===== src/rtl/uart_ctrl.sv =====
// uart_ctrl: parametrised UART with a runtime baud divisor, RX/TX FIFOs,
// optional even/odd parity, one or two TX stop bits and sticky error flags.
// Optional feature macro: UART_LOOPBACK_EN adds a 'loopback' input that feeds
// the internal TX stream straight into the RX FSM and holds the tx pin at 1.

// Small synchronous FIFO with a first-word fall-through head.
module uart_ctrl_fifo #(
    parameter int DW = 8,
    parameter int AW = 4
) (
    input  logic          clk,
    input  logic          reset_n,
    input  logic          push,
    input  logic          pop,
    input  logic [DW-1:0] din,
    output logic [DW-1:0] dout,
    output logic          empty,
    output logic          full
);
    localparam int DEPTH = 2 ** AW;
    localparam int CW    = AW + 1;

    logic [DW-1:0] mem [DEPTH];
    logic [AW-1:0] wr_ptr_reg;
    logic [AW-1:0] rd_ptr_reg;
    logic [CW-1:0] count_reg;
    logic          push_ok;
    logic          pop_ok;

    // count never exceeds DEPTH, so its MSB alone marks full
    assign empty   = (count_reg == '0);
    assign full    = count_reg[AW];
    assign pop_ok  = pop && !empty;
    // a push into a full FIFO is only accepted when a pop frees a slot
    assign push_ok = push && (!full || pop_ok);
    // head reads back as zero while empty so stale storage never leaks out
    assign dout    = empty ? '0 : mem[rd_ptr_reg];

    // storage array, written at the tail pointer
    always_ff @(posedge clk) begin
        if (push_ok) begin
            mem[wr_ptr_reg] <= din;
        end
    end

    // pointer and occupancy bookkeeping
    always_ff @(posedge clk or negedge reset_n) begin
        if (!reset_n) begin
            wr_ptr_reg <= '0;
            rd_ptr_reg <= '0;
            count_reg  <= '0;
        end else begin
            if (push_ok) wr_ptr_reg <= wr_ptr_reg + AW'(1);
            if (pop_ok)  rd_ptr_reg <= rd_ptr_reg + AW'(1);
            case ({push_ok, pop_ok})
                2'b10:   count_reg <= count_reg + CW'(1);
                2'b01:   count_reg <= count_reg - CW'(1);
                default: count_reg <= count_reg;
            endcase
        end
    end
endmodule

module uart_ctrl #(
    parameter int DBIT    = 8,
    parameter int OS      = 16,
    parameter int FIFO_AW = 4,
    parameter int DVSR_W  = 11
) (
`ifdef UART_LOOPBACK_EN
    input  logic              loopback,
`endif
    input  logic              clk,
    input  logic              reset_n,
    input  logic [DVSR_W-1:0] dvsr,
    input  logic [1:0]        parity_mode,
    input  logic              stop2,
    input  logic              clr_err,
    input  logic              rx,
    input  logic              rd_uart,
    output logic [DBIT-1:0]   rd_data,
    output logic              rx_empty,
    output logic              rx_full,
    input  logic [DBIT-1:0]   w_data,
    input  logic              wr_uart,
    output logic              tx,
    output logic              tx_full,
    output logic              tx_busy,
    output logic              frame_err,
    output logic              parity_err,
    output logic              overrun_err
);
    // tick counter must reach 2*OS-1 for a double stop bit
    localparam int ST_W = $clog2(2 * OS);
    localparam int NB_W = $clog2(DBIT);

    localparam logic [ST_W-1:0] S_HALF  = ST_W'(OS / 2 - 1);
    localparam logic [ST_W-1:0] S_LAST  = ST_W'(OS - 1);
    localparam logic [ST_W-1:0] S_LAST2 = ST_W'(2 * OS - 1);
    localparam logic [NB_W-1:0] N_LAST  = NB_W'(DBIT - 1);

    typedef enum logic [2:0] {RX_IDLE, RX_START, RX_DATA, RX_PARITY, RX_STOP} rx_state_t;
    typedef enum logic [2:0] {TX_IDLE, TX_START, TX_DATA, TX_PARITY, TX_STOP} tx_state_t;

    function automatic logic parity_on(input logic [1:0] mode);
        return (mode == 2'b01) || (mode == 2'b10);
    endfunction

    // ---------------- baud tick ----------------
    logic [DVSR_W-1:0] baud_cnt_reg;
    logic              tick;

    assign tick = (baud_cnt_reg == dvsr);

    // free-running divisor counter; '>=' recovers quickly if dvsr shrinks
    always_ff @(posedge clk or negedge reset_n) begin
        if (!reset_n)                baud_cnt_reg <= '0;
        else if (baud_cnt_reg >= dvsr) baud_cnt_reg <= '0;
        else                         baud_cnt_reg <= baud_cnt_reg + DVSR_W'(1);
    end

    // ---------------- input synchroniser ----------------
    logic rx_meta_reg;
    logic rx_sync_reg;

    // two-flop synchroniser, idles high like the line
    always_ff @(posedge clk or negedge reset_n) begin
        if (!reset_n) begin
            rx_meta_reg <= 1'b1;
            rx_sync_reg <= 1'b1;
        end else begin
            rx_meta_reg <= rx;
            rx_sync_reg <= rx_meta_reg;
        end
    end

    logic tx_reg;
    logic rx_in;

`ifdef UART_LOOPBACK_EN
    assign rx_in = loopback ? tx_reg : rx_sync_reg;
    assign tx    = loopback ? 1'b1 : tx_reg;
`else
    assign rx_in = rx_sync_reg;
    assign tx    = tx_reg;
`endif

    // ---------------- receiver ----------------
    rx_state_t       rx_state_reg;
    logic [ST_W-1:0] rx_s_reg;
    logic [NB_W-1:0] rx_n_reg;
    logic [DBIT-1:0] rx_b_reg;
    logic [1:0]      rx_pmode_reg;
    logic            rx_pbit_reg;
    logic            rx_push_reg;
    logic            fe_set_reg;
    logic            pe_set_reg;

    // RX FSM: start detect, mid-bit sampling, stop check and push strobe
    always_ff @(posedge clk or negedge reset_n) begin
        if (!reset_n) begin
            rx_state_reg <= RX_IDLE;
            rx_s_reg     <= '0;
            rx_n_reg     <= '0;
            rx_b_reg     <= '0;
            rx_pmode_reg <= 2'b00;
            rx_pbit_reg  <= 1'b0;
            rx_push_reg  <= 1'b0;
            fe_set_reg   <= 1'b0;
            pe_set_reg   <= 1'b0;
        end else begin
            rx_push_reg <= 1'b0;
            fe_set_reg  <= 1'b0;
            pe_set_reg  <= 1'b0;
            case (rx_state_reg)
                RX_IDLE: begin
                    if (!rx_in) begin
                        rx_state_reg <= RX_START;
                        rx_s_reg     <= '0;
                    end
                end
                RX_START: begin
                    if (tick) begin
                        if (rx_s_reg == S_HALF) begin
                            rx_s_reg <= '0;
                            if (rx_in) begin
                                rx_state_reg <= RX_IDLE;   // glitch, not a start bit
                            end else begin
                                rx_state_reg <= RX_DATA;
                                rx_n_reg     <= '0;
                                rx_pmode_reg <= parity_mode;
                            end
                        end else begin
                            rx_s_reg <= rx_s_reg + ST_W'(1);
                        end
                    end
                end
                RX_DATA: begin
                    if (tick) begin
                        if (rx_s_reg == S_LAST) begin
                            rx_s_reg <= '0;
                            rx_b_reg <= {rx_in, rx_b_reg[DBIT-1:1]};
                            if (rx_n_reg == N_LAST) begin
                                rx_state_reg <= parity_on(rx_pmode_reg) ? RX_PARITY : RX_STOP;
                            end else begin
                                rx_n_reg <= rx_n_reg + NB_W'(1);
                            end
                        end else begin
                            rx_s_reg <= rx_s_reg + ST_W'(1);
                        end
                    end
                end
                RX_PARITY: begin
                    if (tick) begin
                        if (rx_s_reg == S_LAST) begin
                            rx_s_reg     <= '0;
                            rx_pbit_reg  <= rx_in;
                            rx_state_reg <= RX_STOP;
                        end else begin
                            rx_s_reg <= rx_s_reg + ST_W'(1);
                        end
                    end
                end
                RX_STOP: begin
                    if (tick) begin
                        if (rx_s_reg == S_LAST) begin
                            rx_s_reg     <= '0;
                            rx_state_reg <= RX_IDLE;
                            rx_push_reg  <= 1'b1;
                            fe_set_reg   <= !rx_in;
                            pe_set_reg   <= parity_on(rx_pmode_reg) &&
                                            (rx_pbit_reg != ((^rx_b_reg) ^ (rx_pmode_reg == 2'b10)));
                        end else begin
                            rx_s_reg <= rx_s_reg + ST_W'(1);
                        end
                    end
                end
                default: rx_state_reg <= RX_IDLE;
            endcase
        end
    end

    uart_ctrl_fifo #(.DW(DBIT), .AW(FIFO_AW)) rx_fifo (
        .clk     (clk),
        .reset_n (reset_n),
        .push    (rx_push_reg),
        .pop     (rd_uart),
        .din     (rx_b_reg),
        .dout    (rd_data),
        .empty   (rx_empty),
        .full    (rx_full)
    );

    // ---------------- sticky errors ----------------
    logic frame_err_reg;
    logic parity_err_reg;
    logic overrun_err_reg;
    logic ovr_set;

    // a byte is lost only if the FIFO is full and nothing is popped that cycle
    assign ovr_set = rx_push_reg && rx_full && !rd_uart;

    // sticky flags; a set in the same cycle wins over clr_err
    always_ff @(posedge clk or negedge reset_n) begin
        if (!reset_n) begin
            frame_err_reg   <= 1'b0;
            parity_err_reg  <= 1'b0;
            overrun_err_reg <= 1'b0;
        end else begin
            frame_err_reg   <= fe_set_reg | (frame_err_reg   & ~clr_err);
            parity_err_reg  <= pe_set_reg | (parity_err_reg  & ~clr_err);
            overrun_err_reg <= ovr_set    | (overrun_err_reg & ~clr_err);
        end
    end

    assign frame_err   = frame_err_reg;
    assign parity_err  = parity_err_reg;
    assign overrun_err = overrun_err_reg;

    // ---------------- transmitter ----------------
    tx_state_t       tx_state_reg;
    logic [ST_W-1:0] tx_s_reg;
    logic [NB_W-1:0] tx_n_reg;
    logic [DBIT-1:0] tx_b_reg;
    logic [1:0]      tx_pmode_reg;
    logic            tx_stop2_reg;
    logic            tx_pbit_reg;
    logic            tx_empty;
    logic [DBIT-1:0] tx_head;
    logic            tx_stop_done;
    logic            tx_load;

    assign tx_stop_done = (tx_state_reg == TX_STOP) && tick &&
                          (tx_s_reg == (tx_stop2_reg ? S_LAST2 : S_LAST));
    // loading straight from the end of a stop bit keeps frames back-to-back
    assign tx_load = !tx_empty && ((tx_state_reg == TX_IDLE) || tx_stop_done);
    assign tx_busy = (tx_state_reg != TX_IDLE) || !tx_empty;

    uart_ctrl_fifo #(.DW(DBIT), .AW(FIFO_AW)) tx_fifo (
        .clk     (clk),
        .reset_n (reset_n),
        .push    (wr_uart),
        .pop     (tx_load),
        .din     (w_data),
        .dout    (tx_head),
        .empty   (tx_empty),
        .full    (tx_full)
    );

    // TX FSM: shifts start, data, optional parity and stop bits onto tx_reg
    always_ff @(posedge clk or negedge reset_n) begin
        if (!reset_n) begin
            tx_state_reg <= TX_IDLE;
            tx_s_reg     <= '0;
            tx_n_reg     <= '0;
            tx_b_reg     <= '0;
            tx_pmode_reg <= 2'b00;
            tx_stop2_reg <= 1'b0;
            tx_pbit_reg  <= 1'b0;
            tx_reg       <= 1'b1;
        end else if (tx_load) begin
            tx_state_reg <= TX_START;
            tx_s_reg     <= '0;
            tx_b_reg     <= tx_head;
            tx_pmode_reg <= parity_mode;
            tx_stop2_reg <= stop2;
            tx_pbit_reg  <= (^tx_head) ^ (parity_mode == 2'b10);
            tx_reg       <= 1'b0;
        end else begin
            case (tx_state_reg)
                TX_IDLE: tx_reg <= 1'b1;
                TX_START: begin
                    if (tick) begin
                        if (tx_s_reg == S_LAST) begin
                            tx_s_reg     <= '0;
                            tx_n_reg     <= '0;
                            tx_state_reg <= TX_DATA;
                            tx_reg       <= tx_b_reg[0];
                        end else begin
                            tx_s_reg <= tx_s_reg + ST_W'(1);
                        end
                    end
                end
                TX_DATA: begin
                    if (tick) begin
                        if (tx_s_reg == S_LAST) begin
                            tx_s_reg <= '0;
                            tx_b_reg <= tx_b_reg >> 1;
                            if (tx_n_reg == N_LAST) begin
                                if (parity_on(tx_pmode_reg)) begin
                                    tx_state_reg <= TX_PARITY;
                                    tx_reg       <= tx_pbit_reg;
                                end else begin
                                    tx_state_reg <= TX_STOP;
                                    tx_reg       <= 1'b1;
                                end
                            end else begin
                                tx_n_reg <= tx_n_reg + NB_W'(1);
                                tx_reg   <= tx_b_reg[1];
                            end
                        end else begin
                            tx_s_reg <= tx_s_reg + ST_W'(1);
                        end
                    end
                end
                TX_PARITY: begin
                    if (tick) begin
                        if (tx_s_reg == S_LAST) begin
                            tx_s_reg     <= '0;
                            tx_state_reg <= TX_STOP;
                            tx_reg       <= 1'b1;
                        end else begin
                            tx_s_reg <= tx_s_reg + ST_W'(1);
                        end
                    end
                end
                TX_STOP: begin
                    if (tx_stop_done) begin
                        tx_s_reg     <= '0;
                        tx_state_reg <= TX_IDLE;
                    end else if (tick) begin
                        tx_s_reg <= tx_s_reg + ST_W'(1);
                    end
                end
                default: tx_state_reg <= TX_IDLE;
            endcase
        end
    end
endmodule


===== config.mk =====
export PLATFORM = sky130hd
export DESIGN_NAME = uart_ctrl
export DESIGN_NICKNAME = d
export VERILOG_FILES = /design/src/rtl/uart_ctrl.sv
export SDC_FILE = /design/constraint.sdc
export NUM_CORES = 1
export LEC_CHECK = 0
export BUFFER_PORTS_ARGS = -buffer_cell sky130_fd_sc_hd__buf_2
export CORE_MARGIN = 2
export CORE_UTILIZATION = 45
export DETAILED_ROUTE_END_ITERATION = 8
export PLACE_DENSITY = 0.72
export REMOVE_ABC_BUFFERS = 1
export SLEW_MARGIN = 20
export SYNTH_ARGS = -nofsm -noshare
export SYNTH_HDL_FRONTEND = slang
export SYNTH_SLANG_ARGS = --single-unit

===== constraint.sdc =====
create_clock -name clk -period 11.5 [get_ports clk]
set_clock_uncertainty 0.15 [all_clocks]
set_input_delay 1.15 -clock clk [delete_from_list [all_inputs] [get_ports clk]]
set_output_delay 1.15 -clock clk [all_outputs]
set_load 0.05 [all_outputs]

# --- After elaboration in Yosys (flattened, before gate mapping) ---
# Memory sizes are Yosys's and may differ from the RTL's.
# Index checks and enable logic that the tools add are counted.
totals:
  in_bits: 28
  word_cells: 244
  ramBits: 256
  reg_bits: 91
  out_inout_bits: 16
  mem_count: 2
memory_table:
  columns: ["name", "depth", "width", "read_ports", "rd_clocked_by_memory_dff", "wr", "line_no", "rtl"]
  rows:
  - ["rx_fifo.mem", 16, 8, 1, 0, 1, "23", "logic [DW-1:0] mem [DEPTH];"]
  - ["tx_fifo.mem", 16, 8, 1, 0, 1, "23", null]
classes:
  n_reduce_logical: 52
  magnitude_cmp: 1
  eq_ne: 54
  bitwise: 11
  n_addsub: 13
  n_mux: 82
ops:
  columns: ["op", "count"]
  rows:
  - ["$mux W3", 32]
  - ["$mux W5", 11]
  - ["$mux W8", 6]
  - ["$ne A2 B2 Y1 const B", 17]
  - ["$pmux W3 S5", 2]
  - ["$pmux W5 S2", 3]
  - ["$ne A3 B2 Y1 const B", 8]
  - ["$mux W1", 22]
  - ["$reduce_and A7 Y1", 3]
  - ["$add A5 B1 Y5 const B", 4]
  - ["$add A4 B1 Y4 const B", 4]
  - ["$reduce_xor A8 Y1", 2]
  - ["$pmux W5 S3", 1]
  - ["$reduce_bool A2 Y1", 7]
  - ["$eq A3 B2 Y1 const B", 4]
  - ["$eq A3 B3 Y1 const B", 4]
  - ["$pmux W3 S2", 2]
  - ["$reduce_and A3 Y1", 4]
  - ["$add A11 B1 Y11 const B", 1]
  - ["$eq A11 B11 Y1", 1]
  - ["$ge A11 B11 Y1", 1]
  - ["$mux W11", 1]
  - ["$eq A2 B2 Y1 const B", 5]
  - ["$eq A5 B4 Y1 const B", 2]
  - ["27 further kinds", 66]

# --- Longest topological paths before layout ---
# Gate-level depths: netlist of run 1.
logic_depth:
  depth_word: 10
  depth_mapped: 18
  ltp_nobuf: 16

# --- Cells and area by module ---
# Synthesis of run 1 repeated with hierarchy kept, for this count alone.
hier_totals:
  cells_unflattened: 1010
  hier_area_um2: 15668.8
modules_own_cells:
  columns: ["mod", "instances", "area_per_inst_um2", "seq_area_each_um2", "cells_per_inst"]
  rows:
  - ["uart_ctrl_fifo at tx_fifo", 1, 5869.4, 4169.0, 308]
  - ["uart_ctrl_fifo at rx_fifo", 1, 5868.1, 4169.0, 307]
  - ["uart_ctrl", 1, 3931.3, 1630.3, 395]

# --- Worst setup path before layout of run 1 ---
# Ideal clock, no wire load.
synth_path:
  kind: "input port to flip-flop"
  from: "in dvsr[6]"
  to: "reg tx_fifo.count_reg[4]"
  path_buffers: 0
  stages: 16
  slack_ns: 6.986
  arrival_ns: 4.220
  required_time_ns: 11.205
  setup_ns: 0.145
  path_cell_list: "inv_1 ha_1 nand4_1 nor3_1 nand3_1 nand2_1 nand2_1 a21boi_1 inv_1 ha_1 fa_1 a21o_1 a21oi_1 xor2_1 nor2_1 xor2_1"
synth_via:
  elab_chain_cells: 10
  word_cells_on_any_way: 12
synth_lines:
  columns: ["item", "line_no", "rtl"]
  rows:
  - ["start, declared", "75", "input logic [DVSR_W-1:0] dvsr,"]
  - ["$eq A11 B11 Y1 (*)", "113", "assign tick = (baud_cnt_reg == dvsr);"]
  - ["$logic_and A1 B1 Y1 (*) (2 in series)", "293", "assign tx_stop_done = (tx_state_reg == TX_STOP) && tick &&"]
  - ["$logic_or A1 B1 Y1 (*)", "296", "assign tx_load = !tx_empty && ((tx_state_reg == TX_IDLE) || tx_stop_done);"]
  - ["$logic_and A1 B1 Y1 (*)", "296", null]
  - ["$logic_and A1 B1 Y1 (*)", "33", "assign pop_ok = pop && !empty;"]
  - ["$logic_or A1 B1 Y1", "35", "assign push_ok = push && (!full || pop_ok);"]
  - ["$logic_and A1 B1 Y1", "35", null]
  - ["$eq A2 B1 Y1 / $eq A2 B2 Y1 (equally long branches)", "55", "case ({push_ok, pop_ok})"]
  - ["$pmux W5 S2 / $reduce_bool A2 Y1 (equally long branches)", null, null]
  - ["end signal, assigned", "56", "2'b10: count_reg <= count_reg + CW'(1);"]
  - ["end signal, assigned", "57", "2'b01: count_reg <= count_reg - CW'(1);"]
  - ["end signal, assigned", "58", "default: count_reg <= count_reg;"]
  - ["end, declared", "26", "logic [CW-1:0] count_reg;"]
# Mark *: on every way between the ends. The rest lies on a longest branch, timed or not.
# A chain may end at the register's enable or synchronous reset.

# --- Final worst setup path of run 1 ---
layout_path:
  from: "in dvsr[10]"
  to: "reg tx_fifo.count_reg[4]"
# Same word-level chain as after synthesis.

==> qor.csv, run 1 <==
stage;metric;value;unit
setup_path;r2r worst-path depth;17;
yosys;Synth top area share;51.3;%
yosys;Syn. warnings;0;
clock_network;# resized after CTS;0;
yosys;Distinct cells, synth;58;
power;NetSw;793;uW
sta;worst slew pin tran;1050;ps
setup_path;buffers plus inverters on the worst setup path;4;
sta;Max-slew headroom;29.5;%
power;LEAKAGE;0.00658;uW
sta;Final Hold Viols;0;
setup_path;CP delay by family, top;adder cells;
floorplanning;initial core utilization;45.9;%
cells_and_area;fin area;16900;um^2
clock_network;CTS Buffer Depth;3;
detailed_routing;initial drt markers;579;
detailed_routing;vias per cell;5.39;
sta;Tmin final;4500;ps
sta;RSZ-0062 raised after global routing;false;
setup_path;Cell Chain, Critical Path;buf_2, inv_1, ha_1, nand4_1, nor3_2, buf_4, nand3_1, nand2_1, nand2_1, a21boi_1, inv_1, ha_1, fa_1, a21o_1, a21oi_1, xor2_1, nor2_1, xor2_1;
detailed_routing;WL per Instance;18.7;um
hold_path;Hold Crit Start;rx_meta_reg;
floorplanning;die height;186;um
detailed_routing;DRC violations left;0;
power;Pwr per Cell Area;186;nW/um^2
power;clock share of power;39.0;%
placement;Port Buffers;43;
sta;fin. max-slew vios;0;
yosys;Mapped Cells;964;
setup_path;Critical Path Stages;18;
power;sequential share of power;48.9;%
power;switching part of the total;25.3;%
grt;GR Overflow Total;0;
yosys;Netlist Area Pre-Place;15000;um^2
setup_path;crit path capture;tx_fifo.count_reg[4];
setup_path;critical path class;in -> reg;
clock_network;TritonCTS Buffers;37;
placement;Placer Congestion;0.871;
flow_run;max cap viols;0;
yosys;number of synthesized flops with an enable pin;256;
floorplanning;row cnt;66;
grt;vias in the first global route;8126;
setup_path;CP startpoint kind;input pin;
cells_and_area;fillers;2609;
setup_path;reg2reg start;baud_cnt_reg[0];
yosys;post-synthesis sequential area ratio;66.6;%
clock_network;Clock Pin Slew Worst Setup and Hold Paths;60;ps
sta;period utilization;39.1;%
grt;first-pass GRT wire length;44.9;mm
setup_path;Worst R2R End;tx_fifo.count_reg[4];
detailed_routing;remaining antenna violation count;0;
clock_network;H-tree Lvls;2;
floorplanning;Ports;44;
yosys;Main synth FF type;edfxtp_1;
setup_path;critical path fanouts, max;24;
sta;Setup violations, final;0;
power;internal power;2350;uW
sta;Fin Setup TNS;0;ps
cells_and_area;Final nets;1082;
grt;initial antenna violation count;0;
placement;Area after DPL;15600;um^2
setup_path;WP data required;11750;ps
clock_network;CTS sink cnt;347;
detailed_routing;DR pass1 iterations;5;
clock_network;CTS Hold Buffers Added;0;
sta;Peak Freq;0.222;GHz
power;Comb pwr share;12.1;%
grt;largest net degree at the start of global routing;76;
floorplanning;Placeable Area;32600;um^2
power;worst vdd ir;0.000195;V
setup_path;critical path's largest stage delay;630;ps
setup_path;R2R Setup Slk;7250;ps
setup_path;arrival time at the worst endpoint;4750;ps
cells_and_area;Antenna Cells;0;
floorplanning;chip width;186;um
yosys;leading area contributor after synthesis;edfxtp_1;
setup_path;CP max stage cell;a21boi_1;
clock_network;clk_lat worst skew;530;ps
outcome;status;complete, no violations;
hold_path;Worst Hold Class;reg -> reg;
yosys;Syn Area/Cell;15.5;um^2
grt;GRT Resource Usage Total;16.1;%
detailed_routing;Via Count;7980;
floorplanning;die area;34800;um^2
cells_and_area;area grow syn2layout;12.7;%
yosys;flops & latches, synth;347;
setup_path;Critical Path Source;dvsr[10];
clock_network;Root Buffer;clkbuf_16;
clock_network;CTS tree;done;
detailed_routing;Post-Route WL;27.7;mm
cells_and_area;layout cells sized above 1;19.2;%
yosys;ys async rst share;26.2;%
setup_path;Setup crit end kind;register;
clock_network;Post-CTS Repair Setup Buffers;0;
yosys;Area contributors post-synth;edfxtp_1 51%, dfrtp_1 15%, mux4_2 9.9%, ha_1 3.4%, nand2_1 2.0%;
placement;DP Wirelength;18.0;mm
## per-layer routing
metal	wire length [um]	track usage, %	share of wire [%]
met1	12000	21.5	43
met2	13800	27.4	50
met3	1320	3.03	4.8
met4	514	4.22	1.9
met5	0	0	0
## kinds of logic after synthesis
family	Yosys count	share of synthesized area [%]
AOI/OAI and AO/OA	110	4.68
xor gates and xnor gates	51	3.03
adders and majority gates	43	3.69
buffers and inverters	87	2.56
DFF	347	66.6
muxes	96	12.0
and+or+nand+nor	230	7.42
## power by group through the flow
stage	registers [uW]	clock network [uW]	logic, uW
2_1_floorplan	1560	0	254
3_3_place_gp	1560	0	372
3_5_place_dp	1560	0	384
4_1_cts	1540	1240	387
5_1_grt	1550	1300	426
6_report	1540	1220	380
## stage by stage
stage                     cells  power (uW)  utilization (%)  hold slack [ps]  worst slack [ps]
after floorplan             920        1810                -              195              5990
after global placement     1414        1930             47.8              196              6540
after detailed placement   1414        1950             47.8              198              6470
after CTS                  1481        3170             51.7              207              7020
after global routing       1481        3280             51.8              208              6650
final                      1481        3140             51.8              205              7000
## layout make-up
cell class	instances	area (um^2)	share of cell area, %
well taps	442	553	3.28
clock inverters	16	239	1.42
repair buffers	52	285	1.69
flip-flops and latches	347	9970	59.1
inverters	43	161	0.956
clock buffers	51	1030	6.10
multi-input cells	530	4640	27.5
## how the worst min path moves through the flow
stage / endpoint / slack (ps) / depth (start not counted)
global placement: rx_in / 200 / 0
global route: rx_in / 210 / 0
finish: rx_in / 200 / 0
detailed placement: rx_in / 200 / 0
floorplan: rx_in / 200 / 0
CTS: rx_in / 210 / 0
## placed cells by master (no fill, tap or decap), drive strengths merged, types with 3 or more instances in the layout
| master | netlist | routed |
|---|---|---|
| dfstp | 3 | 3 |
| nor2b | 15 | 15 |
| and3 | 5 | 5 |
| a211oi | 4 | 4 |
| a21o | 8 | 8 |
| o21a | 4 | 4 |
| or3 | 4 | 4 |
| mux4 | 66 | 66 |
| o22ai | 5 | 5 |
| nand2b | 5 | 5 |
| o21ai | 32 | 32 |
| nor4 | 16 | 16 |
| buf | 21 | 52 |
| edfxtp | 256 | 256 |
| a21oi | 24 | 24 |
| xnor2 | 34 | 34 |
| a22oi | 13 | 13 |
| clkinv | 0 | 8 |
| nand4 | 10 | 10 |
| nor2 | 42 | 42 |
| ha | 41 | 41 |
| and2 | 11 | 11 |
| dfrtp | 88 | 88 |
| clkbuf | 23 | 51 |
| or4 | 4 | 4 |
| nor3 | 14 | 14 |
| xor2 | 17 | 17 |
| inv | 43 | 44 |
| mux2 | 14 | 14 |
| mux2i | 16 | 16 |
| a221oi | 8 | 8 |
| nand3 | 19 | 19 |
| bufinv | 0 | 5 |
| nand2 | 78 | 78 |
## synthesized netlist by cell type, types with 16 or more instances
| master | count |
|---|---|
| nor2_1 | 42 |
| nor4_1 | 16 |
| inv_1 | 42 |
| ha_1 | 41 |
| mux4_2 | 66 |
| mux2i_1 | 16 |
| nand3_1 | 19 |
| o21ai_0 | 26 |
| nand2_1 | 78 |
| a21oi_1 | 24 |
| dfrtp_1 | 88 |
| xnor2_1 | 33 |
| clkbuf_1 | 23 |
| edfxtp_1 | 256 |
| xor2_1 | 17 |
(Power assumes the default switching activity.)
==> inputs of run 2 (changes only) <==
- clock period: 11.5 -> 4.45 ns (I/O delays scaled with it)
==> qor.csv, run 2 (synthesized netlist as in run 1, its figures left out) <==
stage;metric;value;unit;change
outcome;status;complete, no violations;;unchanged
sta;Final Hold Viols;0;;unchanged
floorplanning;die height;186;um;unchanged
detailed_routing;remaining antenna violation count;0;;unchanged
grt;vias in the first global route;8151;;was 8126
floorplanning;Placeable Area;32600;um^2;unchanged
setup_path;critical path class;reg -> reg;;was in -> reg
sta;fin. max-slew vios;0;;unchanged
cells_and_area;layout cells sized above 1;19.1;%;was 19.2%
power;LEAKAGE;0.00656;uW;was 0.00658 uW
clock_network;H-tree Lvls;2;;unchanged
floorplanning;row cnt;66;;unchanged
grt;initial antenna violation count;0;;unchanged
setup_path;reg2reg start;baud_cnt_reg[0];;unchanged
setup_path;R2R Setup Slk;730;ps;was 7250 ps
setup_path;arrival time at the worst endpoint;3970;ps;was 4750 ps
floorplanning;die area;34800;um^2;unchanged
flow_run;max cap viols;0;;unchanged
cells_and_area;most frequent cells in the layout;256 x edfxtp_1, 85 x dfrtp_1, 78 x nand2_1;;unchanged
detailed_routing;vias per cell;5.41;;was 5.39
sta;period utilization;83.6;%;
clock_network;CTS Buffer Depth;3;;unchanged
detailed_routing;DRC violations left;0;;unchanged
cells_and_area;fin util;51.6;%;was 51.8%
clock_network;CTS tree;done;;unchanged
setup_path;Worst R2R End;tx_fifo.count_reg[4];;unchanged
hold_path;Min-Delay Endpoint;tx_pmode_reg[0];;was rx_in
hold_path;Worst Hold Path Cells;3;;was 0
sta;Setup violations, final;0;;unchanged
power;Pwr per Cell Area;464;nW/um^2;was 186 nW/um^2
cells_and_area;fin area;16800;um^2;was 16900 um^2
sta;final worst setup slack;728;ps;was 7000 ps
setup_path;Setup crit end kind;register;;unchanged
floorplanning;chip width;186;um;unchanged
placement;Port Buffers;43;;unchanged
clock_network;Clock Pin Slew Worst Setup and Hold Paths;60;ps;about the same
clock_network;Post-CTS Repair Setup Buffers;0;;unchanged
grt;GRT Resource Usage Total;15.9;%;was 16.1%
setup_path;CP startpoint kind;register;;was input pin
sta;Peak Freq;0.269;GHz;
grt;GR Overflow Total;0;;unchanged
hold_path;Worst Hold Class;in -> reg;;was reg -> reg
placement;Placer Congestion;0.795;;was 0.871
placement;Area after DPL;15700;um^2;was 15600 um^2
clock_network;CTS sink cnt;347;;unchanged
sta;Max-slew headroom;36.3;%;was 29.5%
grt;largest net degree at the start of global routing;61;;was 76
hold_path;Hold Crit Start;parity_mode[0];;was rx_meta_reg
setup_path;r2r worst-path depth;17;;unchanged
clock_network;clk_lat worst skew;520;ps;was 530 ps
cells_and_area;Antenna Cells;0;;unchanged
sta;final hold slack;64.6;ps;was 205 ps
cells_and_area;commonest non-fill, non-tap cell in the layout;edfxtp_1;;unchanged
floorplanning;initial core utilization;45.9;%;unchanged
placement;DP Wirelength;17.8;mm;was 18.0 mm
grt;first-pass GRT wire length;44.5;mm;was 44.9 mm
setup_path;critical path fanouts, max;9;;was 24
cells_and_area;Final nets;1091;;was 1082
power;worst vdd ir;0.000345;V;was 0.000195 V
sta;RSZ-0062 raised after global routing;false;;unchanged
sta;Tmin final;3720;ps;
clock_network;TritonCTS Buffers;36;;was 37
detailed_routing;Post-Route WL;27.0;mm;was 27.7 mm
clock_network;Root Buffer;clkbuf_16;;unchanged
cells_and_area;area grow syn2layout;12.3;%;was 12.7%
detailed_routing;DR pass1 iterations;6;;was 5
detailed_routing;Via Count;8059;;was 7980
detailed_routing;initial drt markers;563;;was 579
setup_path;WP data required;4700;ps;was 11750 ps
floorplanning;Ports;44;;unchanged
sta;worst slew pin tran;952;ps;was 1050 ps
placement;pre-CTS setup slack;708;ps;was 6470 ps
detailed_routing;WL per Instance;18.1;um;was 18.7 um
cells_and_area;fillers;2617;;was 2609
## run 2: power by group
part / leakage (uW) / total, uW / switching, uW / internal [uW]
registers: 0.00382 / 3990 / 304 / 3690
clock network: 0.000545 / 2860 / 1240 / 1620
logic: 0.00220 / 964 / 498 / 466
## run 2: what timing repair did
item | in CTS | in global routing
endpoints found under the hold margin | 58 | 0
hold buffers | 3 | 0
resized for setup | 0 | 0
## run 2: worst max path at each step
stage	from	to	slack, ps	cells past startpoint
after floorplan	dvsr[6]	tx_fifo.count_reg[4]	-360	16
after global placement	dvsr[10]	tx_fifo.count_reg[4]	780	18
after detailed placement	dvsr[8]	tx_fifo.count_reg[4]	710	18
after CTS	baud_cnt_reg[0]	tx_fifo.count_reg[4]	730	17
after global routing	baud_cnt_reg[0]	tx_fifo.count_reg[4]	440	17
final	baud_cnt_reg[0]	tx_fifo.count_reg[4]	730	17
## run 2: metal layers
| metal | track usage [%] | wire (um) | vias up |
|---|---|---|---|
| li1 | - | - | 3768 |
| met1 | 21.6 | 11800 | 4092 |
| met2 | 26.9 | 13600 | 152 |
| met3 | 2.46 | 979 | 47 |
| met4 | 4.22 | 600 | 0 |
| met5 | 0 | 0 | - |
## run 2: worst max-delay path: stages (launching register included)
cell      delay (ps)
dfrtp_1          470
inv_1             80
ha_1             280
nand4_1          140
nor3_2           270
nand3_1          180
nand2_1          100
nand2_1           70
a21boi_1         160
buf_4            180
inv_1             60
ha_1             270
fa_1             480
a21o_1           190
a21oi_1          160
xor2_1           150
nor2_1            60
xor2_1           150
## run 2: layout make-up
class                           count  area, um^2  area share [%]
Timing Repair Buffer               62         380            2.26
Clock inverter                     24         205            1.22
Tap cell                          442         553            3.29
Multi-Input combinational cell    530        4630            27.5
Clock buffer                       42         923            5.49
Inverter                           43         161           0.959
Sequential cell                   347        9970            59.3
## run 2: stage by stage
stage	std cells	setup TNS, ps	power (uW)
3_5_place_dp	1421	0	5040
2_1_floorplan	920	-470	4690
4_1_cts	1490	0	7890
6_report	1490	0	7810
5_1_grt	1490	0	8170
3_3_place_gp	1421	0	4990
==> inputs of run 3 (changes only) <==
- ABC_AREA: unset -> 1
- PLACE_DENSITY: 0.72 -> 0.74
- clock period: 4.45 -> 3.3 ns (I/O delays scaled with it)
==> qor.csv, run 3 <==
stage;metric;value;unit;change
outcome;status;complete, no violations;;unchanged
sta;Final Hold Viols;0;;unchanged
floorplanning;chip width;190;um;was 186 um
yosys;Mapped Cells;1479;;was 964
sta;fin. max-slew vios;0;;unchanged
yosys;top post-synthesis cells by count;296 x nand2_1, 256 x edfxtp_1, 221 x nor2_1, 137 x inv_1, 128 x o21ai_0;;was 256 x edfxtp_1, 88 x dfrtp_1, 78 x nand2_1, 66 x mux4_2
setup_path;WP data required;3550;ps;was 4700 ps
grt;vias in the first global route;10700;;was 8151
clock_network;clk_lat worst skew;510;ps;was 520 ps
detailed_routing;Via Count;10700;;was 8059
detailed_routing;DR pass1 iterations;5;;was 6
placement;Area after DPL;16400;um^2;was 15700 um^2
cells_and_area;Layout Cells excl Fill;2032;;was 1490
placement;Cells after DPL;1960;;was 1421
clock_network;H-tree Lvls;2;;unchanged
yosys;Main synth FF type;edfxtp_1;;unchanged
setup_path;Worst R2R End;tx_fifo.count_reg[4];;unchanged
yosys;number of synthesized flops with an enable pin;256;;unchanged
cells_and_area;Antenna Cells;0;;unchanged
cells_and_area;area grow syn2layout;12.9;%;was 12.3%
power;Pwr per Cell Area;676;nW/um^2;was 464 nW/um^2
floorplanning;initial core utilization;45.4;%;was 45.9%
placement;Port Buffers;43;;unchanged
yosys;ys async rst share;26.2;%;unchanged
setup_path;r2r worst-path depth;16;;was 17
hold_path;Worst Hold Class;in -> reg;;unchanged
yosys;Syn. warnings;0;;unchanged
sta;Tmin final;3140;ps;was 3720 ps
floorplanning;row cnt;68;;was 66
yosys;Area contributors post-synth;edfxtp_1 49%, dfrtp_1 14%, nand2_1 7.1%, nor2_1 5.3%, o21ai_0 4.1%;;was edfxtp_1 51%, dfrtp_1 15%, mux4_2 9.9%, ha_1 3.4%, nand2_1 2.0%
grt;GRT Resource Usage Total;19.0;%;was 15.9%
cells_and_area;most frequent cells in the layout;296 x nand2_1, 256 x edfxtp_1, 220 x nor2_1;;was 256 x edfxtp_1, 85 x dfrtp_1, 78 x nand2_1
setup_path;CP startpoint kind;register;;unchanged
flow_run;max cap viols;0;;unchanged
sta;RSZ-0062 raised after global routing;true;;was false
cells_and_area;fillers;2954;;was 2617
detailed_routing;vias per cell;5.29;;was 5.41
clock_network;Clock Pin Slew Worst Setup and Hold Paths;60;ps;about the same
setup_path;reg2reg start;baud_cnt_reg[10];;was baud_cnt_reg[0]
yosys;post-synthesis sequential area ratio;64.0;%;was 66.6%
setup_path;arrival time at the worst endpoint;3390;ps;was 3970 ps
sta;Fin Setup TNS;0;ps;unchanged
cells_and_area;Final nets;1624;;was 1091
setup_path;critical path class;reg -> reg;;unchanged
cells_and_area;fin area;17600;um^2;was 16800 um^2
sta;Peak Freq;0.318;GHz;was 0.269 GHz
yosys;Distinct cells, synth;51;;was 58
yosys;flops & latches, synth;347;;unchanged
sta;period utilization;95.2;%;was 83.6%
yosys;leading area contributor after synthesis;edfxtp_1;;unchanged
grt;largest net degree at the start of global routing;80;;was 61
setup_path;Setup crit end kind;register;;unchanged
detailed_routing;remaining antenna violation count;0;;unchanged
hold_path;Min-Delay Endpoint;tx_fifo.mem[13][3];;was tx_pmode_reg[0]
detailed_routing;Post-Route WL;33.9;mm;was 27.0 mm
floorplanning;Placeable Area;34300;um^2;was 32600 um^2
detailed_routing;DRC violations left;0;;unchanged
placement;DP Wirelength;21.1;mm;was 17.8 mm
grt;initial antenna violation count;0;;unchanged
clock_network;CTS tree;done;;unchanged
power;LEAKAGE;0.00687;uW;was 0.00656 uW
yosys;top-count cell post-synth;nand2_1;;was edfxtp_1
grt;GR Overflow Total;0;;unchanged
power;Final Power;11900;uW;was 7810 uW
sta;worst slew pin tran;949;ps;was 952 ps
clock_network;TritonCTS Buffers;36;;unchanged
power;worst vdd ir;0.00101;V;was 0.000345 V
yosys;Netlist Area Pre-Place;15600;um^2;was 15000 um^2
placement;Placer Congestion;0.842;;was 0.795
detailed_routing;initial drt markers;846;;was 563
setup_path;R2R Setup Slk;160;ps;was 730 ps
cells_and_area;commonest non-fill, non-tap cell in the layout;nand2_1;;was edfxtp_1
floorplanning;Ports;44;;unchanged
detailed_routing;WL per Instance;16.7;um;was 18.1 um
floorplanning;die height;190;um;was 186 um
floorplanning;die area;36100;um^2;was 34800 um^2
grt;first-pass GRT wire length;54.9;mm;was 44.5 mm
placement;pre-CTS setup slack;-18.7;ps;was 708 ps
cells_and_area;sequential cell area;9970;um^2;about the same
yosys;Synth top area share;49.4;%;was 51.3%
clock_network;Root Buffer;clkbuf_16;;unchanged
sta;Setup violations, final;0;;unchanged
clock_network;CTS sink cnt;347;;unchanged
yosys;Syn Area/Cell;10.5;um^2;was 15.5 um^2
clock_network;CTS Buffer Depth;3;;unchanged
hold_path;Hold Crit Start;w_data[3];;was parity_mode[0]
setup_path;critical path fanouts, max;4;;was 9
hold_path;Worst Hold Path Cells;1;;was 3
sta;final worst setup slack;159;ps;was 728 ps
cells_and_area;area taken by multi-input logic gates;4830;um^2;was 4630 um^2
cells_and_area;layout cells sized above 1;10.3;%;was 19.1%
sta;Max-slew headroom;36.7;%;was 36.3%
[run 3: final cells by class]
type	instances	share of cell area, %
Sequential cell	347	56.7
Multi-Input combinational cell	938	27.4
Clock buffer	50	5.66
Timing Repair Buffer	85	3.29
Tap cell	455	3.24
Inverter	145	3.17
Clock inverter	12	0.505
[run 3: critical path, cell delays in order, from the launching register on]
cell and delay, ps:
dfrtp_1 400, ha_1 310, nand2_1 90, nor2_1 110, nand4_1 140, nor2_1 160
nor2_1 70, nor2_2 160, o21ai_2 80, ha_2 230, fa_2 410, a21o_1 190
a21oi_1 120, inv_1 70, a21oi_1 120, o21ai_1 90, xor2_1 140
[run 3: worst max-delay path by stage]
stage,from,end,slack (ps),cells after the start
floorplan,rx_fifo.rd_ptr_reg[0],rd_data[0],-360,7
global placement,dvsr[10],tx_fifo.count_reg[4],80,18
detailed placement,dvsr[10],tx_fifo.count_reg[4],-20,18
CTS,baud_cnt_reg[2],tx_fifo.count_reg[4],10,16
global route,baud_cnt_reg[10],tx_fifo.count_reg[4],-60,16
finish,baud_cnt_reg[10],tx_fifo.count_reg[4],160,16
[run 3: metrics by stage]
stage | util, % | hold WS (ps)
after floorplan | - | -116
after global placement | 47.7 | 196
after detailed placement | 47.7 | 197
after CTS | 51.1 | 64.7
after global routing | 51.3 | 80.4
final | 51.3 | 80.7
[run 3: cells by family (layout without fill, tap and decap cells)]
kind of cell    Yosys count  after routing  share of synthesized area, %
buf+inv                 194            292                          5.33
compound gates          236            236                          8.72
xor+xnor                 32             32                          1.80
fa+ha+maj                43             43                          3.55
flops                   347            347                          64.0
simple gates            627            627                          16.6
[run 3: what timing repair did]
item,4_1_cts,5_1_grt
buffers inserted,0,3
gates resized for setup,0,10
hold buffers,7,0
hold endpoints to repair,80,0
setup endpoints to repair,0,6
[run 3: power breakdown]
group	switching (uW)	total, uW	internal, uW
sequential	218	5160	4940
combinational	2070	2930	866
clock	1610	3790	2180
[run 3: metal layers]
| metal | up-vias | global-route usage, % | share of wire (%) |
|---|---|---|---|
| met1 | 5182 | 24.8 | 43 |
| met5 | - | 0 | 0 |
| li1 | 5170 | - | - |
| met2 | 320 | 33.0 | 49 |
| met4 | 0 | 5.69 | 2.3 |
| met3 | 68 | 2.79 | 6.0 |
